===== src/rtl/clk_gate_ctrl.sv =====
// rtl/clk_gate_ctrl.sv - multi-channel clock-gating controller with wake latency and idle hysteresis
module clk_gate_ctrl #(
  parameter int NUM_CH      = 4,
  parameter int IDLE_CYCLES = 8,
  parameter int WAKE_CYCLES = 2,
  parameter int CNT_W       = 4,
  parameter int RESET_ON    = 0
) (
  input  logic                           clk,
  input  logic                           reset,
  input  logic [NUM_CH-1:0]              req,
  input  logic [NUM_CH-1:0]              force_on,
  output logic [NUM_CH-1:0]              gate_en,
  output logic [NUM_CH-1:0]              clk_gated,
  output logic [NUM_CH-1:0]              ready,
  output logic [$clog2(NUM_CH+1)-1:0]    active_count
);

  typedef enum logic [1:0] {OFF, WAKE, ON, IDLE} state_t;

  localparam int AC_W = $clog2(NUM_CH+1);
  localparam logic [CNT_W-1:0] WAKE_INIT = CNT_W'((WAKE_CYCLES > 0) ? WAKE_CYCLES - 1 : 0);
  localparam logic [CNT_W-1:0] IDLE_INIT = CNT_W'(IDLE_CYCLES - 1);

  state_t            state [NUM_CH];
  logic [CNT_W-1:0]  cnt   [NUM_CH];
  logic [NUM_CH-1:0] act;
  logic [NUM_CH-1:0] gate_nxt;
  logic [NUM_CH-1:0] en_lat;
  logic [AC_W-1:0]   count_nxt;

  assign act = req | force_on;

  // Next gate_en is needed ahead of the edge so active_count registers together with it.
  always_comb begin
    gate_nxt  = '0;
    count_nxt = '0;
    for (int i = 0; i < NUM_CH; i++) begin
      case (state[i])
        OFF:     gate_nxt[i] = act[i];
        IDLE:    gate_nxt[i] = act[i] || (cnt[i] != '0);
        default: gate_nxt[i] = 1'b1;
      endcase
      count_nxt = count_nxt + AC_W'(gate_nxt[i]);
    end
  end

  always_ff @(posedge clk) begin
    if (reset) begin
      for (int i = 0; i < NUM_CH; i++) begin
        state[i] <= (RESET_ON != 0) ? ON : OFF;
        cnt[i]   <= '0;
      end
      gate_en      <= {NUM_CH{RESET_ON != 0}};
      ready        <= {NUM_CH{RESET_ON != 0}};
      active_count <= (RESET_ON != 0) ? AC_W'(NUM_CH) : '0;
    end else begin
      gate_en      <= gate_nxt;
      active_count <= count_nxt;
      for (int i = 0; i < NUM_CH; i++) begin
        case (state[i])
          OFF: begin
            if (act[i]) begin
              if (WAKE_CYCLES == 0) begin
                state[i] <= ON;
                ready[i] <= 1'b1;
              end else begin
                state[i] <= WAKE;
                cnt[i]   <= WAKE_INIT;
              end
            end
          end
          WAKE: begin
            if (cnt[i] == '0) begin
              state[i] <= ON;
              ready[i] <= 1'b1;
            end else begin
              cnt[i] <= cnt[i] - 1'b1;
            end
          end
          ON: begin
            if (!act[i]) begin
              state[i] <= IDLE;
              cnt[i]   <= IDLE_INIT;
            end
          end
          IDLE: begin
            // A request on the final idle cycle wins over the shutdown.
            if (act[i]) begin
              state[i] <= ON;
            end else if (cnt[i] == '0) begin
              state[i] <= OFF;
              ready[i] <= 1'b0;
            end else begin
              cnt[i] <= cnt[i] - 1'b1;
            end
          end
          default: state[i] <= OFF;
        endcase
      end
    end
  end

  // Latch is transparent only while clk is low, so enable changes never clip a high phase.
  always_latch begin
    if (!clk) en_lat <= gate_en;
  end

  assign clk_gated = {NUM_CH{clk}} & en_lat;

endmodule

===== config.mk =====
export PLATFORM = sky130hd
export DESIGN_NAME = clk_gate_ctrl
export DESIGN_NICKNAME = d
export VERILOG_FILES = /design/src/rtl/clk_gate_ctrl.sv
export SDC_FILE = /design/constraint.sdc
export NUM_CORES = 1
export LEC_CHECK = 0
export CORE_MARGIN = 5
export CORE_UTILIZATION = 40
export DETAILED_ROUTE_END_ITERATION = 12
export HOLD_SLACK_MARGIN = 0.12
export PLACE_DENSITY = 0.6
export SLEW_MARGIN = 5
export SYNTH_ARGS = -nofsm -noshare
export SYNTH_HDL_FRONTEND = slang
export SYNTH_SLANG_ARGS = --single-unit

===== constraint.sdc =====
create_clock -name clk -period 4.61 [get_ports clk]
set_input_delay 0.461 -clock clk [delete_from_list [all_inputs] [get_ports clk]]
set_output_delay 0.461 -clock clk [all_outputs]
set_load 0.05 [all_outputs]

==> summary.txt <==
Logic synthesis
  – Post-synth top area share: 0.297
  – Top post-synthesis cells by area: edfxtp_1 (30%), ha_1 (11%), dfxtp_1 (9.1%)
  – Synth unique cells: 45
  – EDFF count, synth: 24
  – Post-synth ARST share: 0
  – Synthesized flop and latch total: 39
  – Most used DFF post-synth: edfxtp_1
  – Yosys top cell by area: edfxtp_1
  – Mapped Cells: 244
  – Mapped cell area: 2420 sq um
  – Average size of a mapped cell: 9.93 sq um
  – Yosys warnings: 0
  – Mapped Nets: 277

Layout
  – Layout Nets: 304
  – Most frequent cells in the layout: edfxtp_1 (24), clkdlybuf4s50_1 (24), ha_1 (22)
  – Ant. Diodes: 0
  – P&R area growth vs syn: 18.4%
  – Share of post-route cells with drive strength above 1: 0.0846

Placement
  – Post-DP HPWL: 3460 um
  – # port buffers: 24
  – RD Place Congestion: ~0.85

CTS
  – Clock-pin slew on the worst setup and hold paths: around 80 ps
  – CTS tree: done
  – Post-CTS Setup Repair Bufs: 0
  – Hold-fix buffers, CTS: 0
  – Clk_lat worst skew: 390 ps
  – Post-CTS sizing: 0

Die
  – Starting density of the core: 0.409
  – Std cell rows: 28
  – Total die area: 7720 sq um
  – Top Ports: 25
  – Core ar.: between 5000 and 6000 sq um
  – Die width: 87.8 um
  – Chip height: 87.8 um

Hold path
  – HP Class: register to latch

STA
  – Final Max Tran Viols: 0
  – Worst-Margin Slew: 584 ps
  – Final Hold Viols: 0
  – Setup-failing EPs final: 0
  – RSZ-0062 raised after global routing: false
  – Hold WS: 413 ps
  – Worst-case clock skew: about 4.3 ps
  – Setup TNS: 0 ps
  – Slew HR: 0.605

Pwr
  – Power share of the combinational group: 0.487
  – Psw: 0.948 mW
  – Sequential Power Share: 0.302
  – Cell internal pwr: 1.27 mW
  – P per Cell Area: 772 nW/um^2
  – Clock share of power: 0.211
  – Net Sw Frac: 0.428
  – Peak ir drop on the vdd network: 0.463 mV
  – Leak pwr: 1.09 nW

Drt
  – DRC Markers: 0
  – Routed Wire Length: roughly 4900 um
  – Antenna-violating nets left: 0
  – DR WL/cell: 14.0 um
  – DR pass1 iterations: 4
  – Vias: 1,874
  – Initial DRC Count: 59
  – Via density: about 5.4

Critical path
  – Crit path required time: 4150 ps
  – CP startpoint kind: latch
  – CP Capture Type: primary output
  – Crit-path max FO: 1
  – Crit path DAT: 4010 ps
  – R2R Setup Slk: approximately 1800 ps
  – Crit Path Category: latch to primary output

Global routing
  – Initial antenna violation count: 0
  – Largest net degree at the start of global routing: 24
  – GRT overflow: 0
  – First-pass GRT wire length: roughly 8000 um
  – Vias in the first global route: approximately 1,800
  – Total GRT Usage: 0.139

Job
  – Max-cap viol count: 0

Outcome
  – Status: complete, no violations
-- sequential cells by signal, indices dropped and copies added (netlist names) --
signal / count
cnt: 16
state: 8
en_lat: 4
gate_en: 4
ready: 4
active_count: 3
-- metrics by stage --
stage | utilization | instance area [sq um] | instances | setup WS, ps | power, mW
2_1_floorplan | - | 2420 | 244 | 1060 | 1.59
6_report | 0.485 | 2870 | 347 | 139 | 2.22
3_3_place_gp | 0.460 | 2720 | 335 | 588 | 1.87
5_1_grt | 0.485 | 2870 | 347 | 68.9 | 2.42
4_1_cts | 0.485 | 2870 | 347 | 112 | 2.25
3_5_place_dp | 0.460 | 2720 | 335 | 583 | 1.89
-- worst max-delay path, stage by stage, from the launching register on --
cell	delay [ps]
dlxtn_1	380
and2_1	110
clkdlybuf4s50_1	800
-- synthesized netlist by cell type, types with 2 or more instances --
cell	instances
a211o_1	4
a211o_2	2
a211oi_1	2
a21oi_1	11
and2_1	4
and3_1	2
and4bb_2	2
clkbuf_1	7
dfxtp_1	11
dlxtn_1	4
edfxtp_1	24
ha_1	22
inv_1	19
nand2_1	13
nand2b_1	2
nand3_1	2
nor2_1	10
nor2b_1	3
nor3_1	11
nor3b_1	11
nor4bb_1	2
o211ai_1	4
o21a_1	8
o21ai_0	20
o21bai_1	4
o2bb2ai_1	2
o31ai_1	5
o32a_1	2
or2_2	2
or3b_1	6
or3b_2	2
xnor2_1	8
-- per-layer routing --
layer / vias to the layer above / global-route usage / wire (um) / share of wire
met4: 0 / 0.0753 / 86 / 0.018
met2: 40 / 0.201 / 2180 / 0.45
met3: 7 / 0.0555 / 218 / 0.045
met5: - / 0 / 0 / 0
met1: 877 / 0.177 / 2370 / 0.49
li1: 950 / - / - / -
-- power by group through the flow --
stage          Sequential [mW]  Combinational (mW)  Clock, mW
2_1_floorplan            0.787               0.715     0.0868
3_3_place_gp             0.673                1.08      0.123
3_5_place_dp             0.679                1.09      0.123
4_1_cts                  0.671                1.10      0.484
5_1_grt                  0.695                1.22      0.505
6_report                 0.669                1.08      0.467
-- cells by family (layout without fill, tap and decap cells) --
logic type                 Yosys count  after routing  synth area share
DFF                                 35             35             0.388
buffers and inverters               28             56            0.0470
AOI/OAI and AO/OA                   71             71             0.200
and+or+nand+nor                     73             73             0.180
xor gates and xnor gates             8              8            0.0289
muxes                                2              2           0.00878
adders and majority gates           23             23             0.122
latches                              4              4            0.0248
-- path summary, 6_finish.rpt --
check / start / to / cells after the start
setup / recovery: en_lat[3] / clk_gated[3] / 2
hold / removal: gate_en[2] / en_lat[2] / 0
setup reg to reg: cnt[3][0] / active_count[1] / 10
hold reg to reg: gate_en[2] / en_lat[2] / 0
-- layout make-up --
cell class,count,area (sq um)
fillers,559,3050
inverters,19,71.3
flip-flops and latches,39,1000
repair buffers,21,208
clock buffers,15,181
well taps,75,93.8
clock inverters,1,5.00
multi-input cells,177,1310
No activity file was read; power rests on OpenSTA's default activity.
